$ cat src/rtl/pulse_stretcher_if.sv
// Bundle of the pulse stretcher request inputs and level/status outputs.
// The master side issues trigger/duration/cancel; the slave side (the
// stretcher itself) returns the stretched level and status flags.
interface pulse_stretcher_if #(
  parameter int WIDTH = 8
) ();
  logic             trigger;
  logic [WIDTH-1:0] duration;
  logic             cancel;
  logic             level_out;
  logic             busy;
  logic             done;

  modport master (
    output trigger, duration, cancel,
    input  level_out, busy, done
  );

  modport slave (
    input  trigger, duration, cancel,
    output level_out, busy, done
  );
endinterface

$ cat src/rtl/pulse_stretcher.sv
// Pulse stretcher: turns single-cycle trigger pulses into a level held high
// for `duration` time units (PRESCALE clocks each), followed by an optional
// low guard gap of GAP units. Supports retrigger or a one-deep pending queue,
// and a cancel that aborts everything immediately.
//
// state    | meaning
// ---------+-----------------------------------------------------------
// S_IDLE   | nothing running, level low
// S_ACTIVE | level high, unit counter counting down the active period
// S_GAP    | level forced low, unit counter counting down the guard gap
module pulse_stretcher #(
  parameter int PRESCALE  = 50000,
  parameter int WIDTH     = 8,
  parameter int GAP       = 2,
  parameter bit RETRIGGER = 1'b1
) (
  input logic              clk,
  input logic              reset,
  pulse_stretcher_if.slave ps
);

  localparam int PW = (PRESCALE > 1) ? $clog2(PRESCALE) : 1;
  localparam int GW = (GAP > 0) ? $clog2(GAP + 1) : 1;
  // The unit counter is shared between the active period and the gap, so it
  // has to hold whichever of the two is wider.
  localparam int CW = (WIDTH > GW) ? WIDTH : GW;

  typedef enum logic [1:0] {
    S_IDLE   = 2'd0,
    S_ACTIVE = 2'd1,
    S_GAP    = 2'd2
  } state_t;

  state_t           state_q, state_d;
  logic [PW-1:0]    presc_q, presc_d;
  logic [CW-1:0]    cnt_q, cnt_d;
  logic             pend_q, pend_d;
  logic [WIDTH-1:0] pend_dur_q, pend_dur_d;
  logic             level_q, level_d;
  logic             busy_q, busy_d;
  logic             done_q, done_d;

  logic             trig_ok;
  logic             pend_hit;
  logic             pend_any;
  logic [WIDTH-1:0] pend_dur_eff;
  logic             presc_wrap;
  logic             last_unit;

  // Next-state, counter and registered-output computation.
  always_comb begin
    trig_ok  = ps.trigger && (ps.duration != '0);
    // A trigger that cannot restart the period is queued; it is folded in
    // this cycle so a trigger landing on the very last gap/active cycle is
    // not lost.
    pend_hit = trig_ok && ((state_q == S_GAP) ||
                           ((state_q == S_ACTIVE) && !RETRIGGER));
    pend_any     = pend_q || pend_hit;
    pend_dur_eff = pend_hit ? ps.duration : pend_dur_q;
    presc_wrap   = (presc_q == PW'(PRESCALE - 1));
    last_unit    = presc_wrap && (cnt_q == CW'(1));

    state_d    = state_q;
    presc_d    = presc_q;
    cnt_d      = cnt_q;
    pend_d     = pend_any;
    pend_dur_d = pend_dur_eff;
    done_d     = 1'b0;

    if (ps.cancel) begin
      state_d    = S_IDLE;
      presc_d    = '0;
      cnt_d      = '0;
      pend_d     = 1'b0;
      pend_dur_d = '0;
    end else begin
      case (state_q)
        S_IDLE: begin
          if (trig_ok) begin
            state_d = S_ACTIVE;
            presc_d = '0;
            cnt_d   = CW'(ps.duration);
          end
        end

        S_ACTIVE: begin
          if (trig_ok && RETRIGGER) begin
            presc_d = '0;
            cnt_d   = CW'(ps.duration);
          end else begin
            presc_d = presc_wrap ? '0 : presc_q + PW'(1);
            if (presc_wrap) begin
              cnt_d = cnt_q - CW'(1);
            end
            if (last_unit) begin
              done_d = 1'b1;
              if (GAP > 0) begin
                state_d = S_GAP;
                cnt_d   = CW'(GAP);
              end else if (pend_any) begin
                cnt_d  = CW'(pend_dur_eff);
                pend_d = 1'b0;
              end else begin
                state_d = S_IDLE;
              end
            end
          end
        end

        S_GAP: begin
          presc_d = presc_wrap ? '0 : presc_q + PW'(1);
          if (presc_wrap) begin
            cnt_d = cnt_q - CW'(1);
          end
          if (last_unit) begin
            if (pend_any) begin
              state_d = S_ACTIVE;
              cnt_d   = CW'(pend_dur_eff);
              pend_d  = 1'b0;
            end else begin
              state_d = S_IDLE;
            end
          end
        end

        default: begin
          state_d    = S_IDLE;
          presc_d    = '0;
          cnt_d      = '0;
          pend_d     = 1'b0;
          pend_dur_d = '0;
        end
      endcase
    end

    level_d = (state_d == S_ACTIVE);
    busy_d  = (state_d != S_IDLE) || pend_d;
  end

  // State, counters, pending queue and registered outputs.
  always_ff @(posedge clk) begin
    if (reset) begin
      state_q    <= S_IDLE;
      presc_q    <= '0;
      cnt_q      <= '0;
      pend_q     <= 1'b0;
      pend_dur_q <= '0;
      level_q    <= 1'b0;
      busy_q     <= 1'b0;
      done_q     <= 1'b0;
    end else begin
      state_q    <= state_d;
      presc_q    <= presc_d;
      cnt_q      <= cnt_d;
      pend_q     <= pend_d;
      pend_dur_q <= pend_dur_d;
      level_q    <= level_d;
      busy_q     <= busy_d;
      done_q     <= done_d;
    end
  end

  assign ps.level_out = level_q;
  assign ps.busy      = busy_q;
  assign ps.done      = done_q;

endmodule
$ cat src/flat_wrapper.sv
// flat-port wrapper written by rule: the top's interface ports become plain ports
module pulse_stretcher_flat 
#(
  parameter int PRESCALE  = 50000,
  parameter int WIDTH     = 8,
  parameter int GAP       = 2,
  parameter bit RETRIGGER = 1'b1
)
  (clk, reset, ps_trigger, ps_duration, ps_cancel, ps_level_out, ps_busy, ps_done);
  pulse_stretcher_if #(.WIDTH(WIDTH)) ps_i ();
  input logic clk;
  input logic reset;
  input wire logic [$bits(ps_i.trigger)-1:0] ps_trigger;
  input wire logic [$bits(ps_i.duration)-1:0] ps_duration;
  input wire logic [$bits(ps_i.cancel)-1:0] ps_cancel;
  output wire logic [$bits(ps_i.level_out)-1:0] ps_level_out;
  output wire logic [$bits(ps_i.busy)-1:0] ps_busy;
  output wire logic [$bits(ps_i.done)-1:0] ps_done;
  assign ps_i.trigger = ps_trigger;
  assign ps_i.duration = ps_duration;
  assign ps_i.cancel = ps_cancel;
  assign ps_level_out = ps_i.level_out;
  assign ps_busy = ps_i.busy;
  assign ps_done = ps_i.done;
  pulse_stretcher #(.PRESCALE(PRESCALE), .WIDTH(WIDTH), .GAP(GAP), .RETRIGGER(RETRIGGER)) u_core (.clk(clk), .reset(reset), .ps(ps_i));
endmodule
$ cat config.mk
export PLATFORM = sky130hd
export DESIGN_NAME = pulse_stretcher_flat
export DESIGN_NICKNAME = d
export VERILOG_FILES = /design/src/rtl/pulse_stretcher_if.sv /design/src/rtl/pulse_stretcher.sv /design/src/flat_wrapper.sv
export SDC_FILE = /design/constraint.sdc
export NUM_CORES = 1
export LEC_CHECK = 0
export ABC_AREA = 0
export CAP_MARGIN = 25
export CORE_AREA = 2 2 85 95
export DETAILED_ROUTE_END_ITERATION = 8
export DIE_AREA = 0 0 87 97
export GPL_TIMING_DRIVEN = 1
export PLACE_DENSITY = 0.5
export SLEW_MARGIN = 20
export SYNTH_ARGS = -nofsm -noshare
export SYNTH_HDL_FRONTEND = slang
export SYNTH_SLANG_ARGS = --single-unit
$ cat constraint.sdc
create_clock -name clk -period 2.7 [get_ports clk]
set_input_delay 0.54 -clock clk [delete_from_list [all_inputs] [get_ports clk]]
set_output_delay 0.54 -clock clk [all_outputs]
set_load 0.02 [all_outputs]
==> results of run 1 <==
## critical path, stage by stage
cell and delay, ns:
sky130_fd_sc_hd__clkdlybuf4s50_1 0.46, sky130_fd_sc_hd__nor4_2 0.41, sky130_fd_sc_hd__a21bo_2 0.35, sky130_fd_sc_hd__o211a_1 0.23
sky130_fd_sc_hd__o22a_1 0.30, sky130_fd_sc_hd__o21ai_0 0.13, sky130_fd_sc_hd__a221oi_1 0.24
## metrics by stage
step	instance area [µm²]	hold slack, ns	utilization (%)
3_5_place_dp	2630	0.470	35.6
2_1_floorplan	2280	0.447	-
4_1_cts	2710	0.484	36.7
6_report	2720	0.481	36.8
3_3_place_gp	2630	0.464	35.6
5_1_grt	2720	0.497	36.8
## sequential cells by signal (all words and copies together), names as in the netlist
register / cells
u_core.pend_dur_q: 8
u_core.ps.done: 1
u_core.ps.busy: 1
u_core.pend_q: 1
u_core.state_q: 2
u_core.presc_q: 16
u_core.cnt_q: 8
u_core.ps.level_out: 1
## how the worst max path moves through the flow
stage / from / endpoint / slack (ns) / depth (start not counted)
after floorplan: ps_duration[4] / u_core.cnt_q[5] / 0.67 / 6
after global placement: ps_duration[1] / u_core.presc_q[10] / -0.01 / 8
after detailed placement: ps_duration[4] / u_core.cnt_q[2] / -0.16 / 7
after CTS: ps_duration[4] / u_core.cnt_q[2] / 0.15 / 7
after global routing: ps_duration[4] / u_core.cnt_q[2] / 0.13 / 7
final: ps_duration[4] / u_core.cnt_q[2] / 0.24 / 7
## where the power goes
part / switching [mW] / internal, mW
combinational: 0.0718 / 0.0638
sequential: 0.00550 / 0.566
clock: 0.205 / 0.197
total: 0.283 / 0.827
## Yosys cell counts, drive strengths merged, types with 2 or more instances
master and n:
nor4 5, nand3 18, o221ai 4, or4bb 2, and3 6, xor2 6
inv 12, nor4b 2, ha 8, o21ai 13, nor3 7, a221oi 4
and4 3, a21oi 18, a211oi 8, nand2b 5, nor2 36, or3 2
clkbuf 6, and2 3, and4bb 2, or2 2, nand4 3, mux2i 8
buf 5, xnor2 9, a21o 2, dfxtp 38, nand2 22
## kinds of logic (layout without fill, tap and decap cells)
family | count (synthesis) | count (layout) | synth area share, %
and+or+nand+nor | 123 | 123 | 29.2
AOI/OAI and AO/OA | 62 | 62 | 18.7
DFF | 38 | 38 | 33.4
buffers and inverters | 23 | 53 | 4.40
xor gates and xnor gates | 15 | 15 | 5.77
muxes | 9 | 9 | 4.01
adders and majority gates | 8 | 8 | 4.40
## cell type report
class	instances	area [µm²]	share of cell area [%]
repair buffers	35	298	11.0
clock buffers	6	82.6	3.04
flip-flops and latches	38	761	28.0
well taps	87	109	4.01
inverters	12	45.0	1.66
multi-input cells	217	1420	52.3
## repair_timing
action | 4_1_cts | 5_1_grt
endpoints found under the setup margin | 0 | 1
hold buffers | 0 | 0
gates resized for setup | 0 | 1
## layer usage
layer / GRT usage [%] / wire, µm
met4: 5.05 / 104
met3: 2.82 / 151
met2: 23.5 / 2830
met1: 19.3 / 2860
met5: 0 / 0
==> out/results.env, run 1 <==
RUN_STATUS='completed'
INITIAL_ANTENNA_VIOLATION_COUNT=0
CORE_REGION_AREA_MM2=0.00739
TIMING.CRITICAL_PATH.FROM_TYPE='input port'
WORST-ENDPOINT-ARRIVAL_NS=2.67
GRT_PASS1_WL_UM=9710
CRITICAL_PATH.REG2REG.STARTPOINT='u_core.presc_q[0]'
CLOCKBUFFERDEPTH=2
DRT_FIRST_ITER_VIOLATIONS=134
DISTINCT_CELL_TYPE_COUNT_OF_THE_SYNTHESIZED_NETLIST=55
TIMING_MAX_TRANSITION_VIOLATIONS_FINAL=0
YOSYS_REGISTER_BITS=38
ANT_NETS=0
HTREE_NUM_LEVELS=2
GLOBALPLACE.CONGESTION=0.851
LEADING_CELL_TYPE_IN_THE_LAYOUT_FILL_AND_TAPS_EXCLUDED='sky130_fd_sc_hd__dfxtp_1'
POSTLAYOUTSETUPSLACKWORST_NS=0.243
TOP_LEVEL_PORTS=15
SYN-INSTANCE-COUNT=278
CTS-BUFFERS-INSERTED=5
SEQ_AREA_FRAC_SYNTH_PCT=33.4
DRIVE_GT1_SHARE_PCT=13.0
ROUTE.VIAS.TOTAL=2087
FINAL_CELL_MIX='sky130_fd_sc_hd__dfxtp_1, sky130_fd_sc_hd__nor2_1, sky130_fd_sc_hd__nand2_1, sky130_fd_sc_hd__buf_4'
CTS_TREE='yes'
LAYOUT_MIN_CYCLE_TIME_NS=2.46
NETS=329
YOSYSWARNINGS=0
CTS.CLK_SLEW.WORST_PATHS_NS=0.08
GLOBAL_ROUTE.OVERFLOW_TOTAL=0
WORSTHOLDPATHTYPE='reg -> reg'
RR_WORST_DEPTH=8
SETUP-TNS-FINAL_NS=0
HOLD_VIOL=0
NETLIST_TOP_CELLS_AREA='sky130_fd_sc_hd__dfxtp_1, sky130_fd_sc_hd__nor2_1, sky130_fd_sc_hd__ha_1, sky130_fd_sc_hd__a21oi_1, sky130_fd_sc_hd__nand3_1'
WORST_R2R_ENDPOINT='u_core.cnt_q[5]'
FLOORPLAN.ROWS=33
YS_DOMINANT_REG_CELL='sky130_fd_sc_hd__dfxtp_1'
AREA_GROWTH_PCT=19.4
CLOCK_TREE.ROOT_CELL='sky130_fd_sc_hd__clkbuf_8'
PRE_CTS_SLACK_NS=-0.164
HOLD-PATH-ENDPOINT='u_core.pend_dur_q[3]'
DRT-VIAS-PER-INSTANCE=5.28
DRT_PRE_ANTENNA_ITERS=4
CTS.SINKS=38
AVGROUTEDWIREPERCELL_UM=15.1
FINALCRITPERIODSHARE_PCT=91.0
REG2REG_SLACK_NS=0.47
LARGEST_NET_DEGREE_AT_THE_START_OF_GLOBAL_ROUTING=17
TIMING.HOLD.WORST.START='u_core.pend_dur_q[3]'
CRIT_TYPE='in -> reg'
DETAIL_ROUTE.WIRELENGTH_UM=5950
SYNTH.TOP_CELL.AREA_SHARE_PCT=33.4
DIE_AREA_MM2=0.00844
DIE_HEIGHT_UM=97
IR_DROP_uV=155
FILLCELLCOUNT=777
TOTAL_LEAKAGE_POWER_nW=0.946
SYNTH_ENABLE_FLOP_CELLS=0
INITIAL_UTILIZATION_PCT=30.8
POSTCTSSETUPREPAIRBUFS=0
TIMING.MAX_SLEW.REL_SLACK_PCT=61.6
WORST_PATH_FANOUT_MAX=11
DP_HPWL_UM=4580
PORT_BUFFERS=14
SETUP.WORST_PATH.END_CLASS='register'
POWER_PER_CELL_AREA_mW_PER_MM2=409
SETUP_VIOL=0
SYNTH_TOP_CELL_BY_AREA='sky130_fd_sc_hd__dfxtp_1'
REPORT.POWER.TOTAL_mW=1.11
CLK_LATENCY_NS=0.30
WORST_HOLD_PATH_CELL_COUNT=2
FINAL-INSTANCE-COUNT-EXCL-FILL=395
CELL_AREA_AFTER_TECHNOLOGY_MAPPING_MM2=0.00228
GRT_SETUP_UNREPAIRED='false'
WORST_MARGIN_SLEW_NS=0.575
SYNTH_ASYNC_SR_FLOP_SHARE_PCT=0
REMAINING_DRC_ERRORS=0
SYNTH_FP_NETS=298
DRV_CAP=0
REQUIRED_TIME_WORST_ENDPOINT_NS=2.91
NUMBER_OF_DIODES=0
DIE_SPAN_X_UM=87
GRT_PASS1_VIAS=2019
TIMING.FMAX_MHz=407
DPL.CELL_COUNT=389
GLOBALROUTETOTALUTIL_PCT=14.6
POSTSYNTHAREAPERCELL_UM2=8.19
CLOCK_SKEW_NS=0.0113
Note: power is estimated with default switching activity, not from simulation.
==> run 2, diff against run 1 <==
- GPL_ROUTABILITY_DRIVEN: default -> 1
==> results of run 2 <==
The final DEF is identical to that of run 1; final timing and power are the same.
==> patch (settings of run 1) <==
`WIDTH` is set to 8 in 3 places; all go to 6.
--- a/src/rtl/pulse_stretcher_if.sv
+++ b/src/rtl/pulse_stretcher_if.sv
@@ -3,5 +3,5 @@
 // stretcher itself) returns the stretched level and status flags.
 interface pulse_stretcher_if #(
-  parameter int WIDTH = 8
+  parameter int WIDTH = 6
 ) ();
   logic             trigger;
--- a/src/rtl/pulse_stretcher.sv
+++ b/src/rtl/pulse_stretcher.sv
@@ -11,5 +11,5 @@
 module pulse_stretcher #(
   parameter int PRESCALE  = 50000,
-  parameter int WIDTH     = 8,
+  parameter int WIDTH     = 6,
   parameter int GAP       = 2,
   parameter bit RETRIGGER = 1'b1
--- a/src/flat_wrapper.sv
+++ b/src/flat_wrapper.sv
@@ -3,5 +3,5 @@
 #(
   parameter int PRESCALE  = 50000,
-  parameter int WIDTH     = 8,
+  parameter int WIDTH     = 6,
   parameter int GAP       = 2,
   parameter bit RETRIGGER = 1'b1
Ports: changed (resized ps_duration); port bits go from 15 to 13. No check against the original RTL was run, so the function may have changed too.
==> patch against run 1 <==
Largest power group unchanged. Wire length decreased by 8.0%. Power decreased by 7.4%. Synthesized area decreased by 9.7%. Critical path type unchanged. Final cell count decreased by 8.9%. Sequential cell count decreased by 4. Sequential power decreased by 10%. Setup slack about the same. Critical path depth unchanged. Fmax about the same. Worst hold slack improved by 0.025 ns. Clock skew increased by 0.0031 ns. Clock power decreased by 4%. Combinational power decreased by 6%. Final area decreased by 8.1%. Critical endpoint unchanged.
==> patch: results (changes against run 1) <==
The run finished with clean final reports. The tools report the detailed router's first-iteration violation count as 91 (-32%). For the met1 track demand over resource in global routing, the log shows 17.1% (-2.2 points). The port buffer count was 12 (-2).

In this run the most critical hold path is launched from u_core.pend_dur_q[0]. The run gives 5.47 mm (-8.0%) as the total wire length. The leakage power summed over all cells was 0.930 nW (-1.6%). For the number of buffers created by CTS, the log shows 5 (unchanged).

The all-layer global routing usage was 13.5% (-1.1 points). The maximum number of pins on one net before global-route repair was 15 (-2); the routability congestion estimate from global placement was 0.871 (+2.4%). The tools report the wire length on met1 as 2.57 mm (-10%). The final worst-path cycle share came out at 91.0% (about the same).

The cell family with the largest share of critical-path delay was simple AND/OR/NAND/NOR gates. The remaining max-slew budget at the tightest pin came out at 58.0% (-3.5 points). Among all stages on the critical path, the largest delay is contributed by or4_4.

The met3 usage was 2.90% (+0.085 points). The number of fill cells in the layout came out at 760 (-2.2%). For the worst setup slack before clock tree synthesis, the log shows -0.0282 ns (+0.136 ns).

The tools report the final hold slack as 0.507 ns (+0.0254 ns). The clock transition at the registers of the reported paths was 0.06 ns (-0.02 ns). The synthesis warning total is 0 (unchanged), and the wire length of the first global-routing pass is 9.10 mm (-6.3%). The arrival time at the worst endpoint is 2.64 ns (-0.03 ns), and the biggest fanout along the worst timing path is 7 (-4).

The fraction of layout cells with a size suffix above 1 came out at 17.9% (+5.0 points). The path class of the tightest hold or removal check is reg2reg. The largest registers in the layout are u_core.presc_q: 16 flops, u_core.cnt_q: 6 flops, u_core.pend_dur_q: 6 flops. The critical path's largest stage delay is 0.60 ns (+0.14 ns), and the met2 routing resource usage after global routing is 22.5% (-1.1 points).

The run gives 4.25 mm (-7.3%) as the total half-perimeter wirelength after legalization and detailed placement. For hold timing, the worst endpoint is u_core.pend_dur_q[0]. The worst-case reg-to-reg path depth came out at 7 (-1). Yosys attributes the largest share of cell area to dfxtp_1 (33%), nor2_1 (6.6%), xor2_1 (5.5%).

The final layout net count was 290 (-12%). The routed via count divided by cell count is 5.22 (-1.3%), and the maximum VDD drop is 0.171 mV (+11%). Detailed-routed wire length on met2: 2.64 mm (-6.7%). The setup clock skew after layout came out at 0.0145 ns (+0.00313 ns).
## patch: cell count changes in the layout (fill, tap and decap cells not counted), sizes merged, moves of 4 or more
cell	before	now
mux2i	8	1
a22oi	1	8
nand4	3	7
nand2b	5	1
a221oi	4	0
o21ai	13	8
dfxtp	38	34
a21oi	18	12
nand3	18	8
a211oi	8	1
xor2	6	13
## patch: power breakdown
group,switching [W],total [W],internal (W)
Clock,0.000180,0.000385,0.000206
Combinational,0.0000693,0.000128,0.0000587
Sequential,0.00000717,0.000515,0.000507
## patch: cells by family after synthesis
logic type	synth area share [%]
AND/OR/NAND/NOR	26.2
AO/OA/AOI/OAI	23.3
flip-flops	33.1
XOR/XNOR	8.10
buffers and inverters	3.35
adder cells (fa/ha/maj)	4.87
multiplexers	1.04
## patch: through the flow
step           area (µm²)  power (W)  instances
5_1_grt              2500    0.00107        360
4_1_cts              2500    0.00104        360
2_1_floorplan        2050   0.000590        239
3_5_place_dp         2410   0.000654        352
6_report             2500    0.00103        360
3_3_place_gp         2410   0.000656        352
## patch: how the worst max path moves through the flow
stage	startpoint	end	depth (start not counted)
6_report	ps_duration[0]	u_core.cnt_q[2]	7
5_1_grt	ps_duration[0]	u_core.ps.busy	8
4_1_cts	ps_duration[0]	u_core.cnt_q[2]	7
3_5_place_dp	ps_duration[0]	u_core.cnt_q[2]	7
3_3_place_gp	ps_duration[0]	u_core.ps.busy	8
2_1_floorplan	ps_duration[0]	u_core.cnt_q[2]	6
## patch: cell type report
cell class              count  area (µm²)  share of cell area (%)
clock buffers               7        86.3                    3.46
clock inverters             1        5.00                   0.200
inverters                   9        33.8                    1.35
multi-input cells         189        1310                    52.3
flip-flops and latches     34         681                    27.3
well taps                  87         109                    4.36
repair buffers             33         278                    11.1
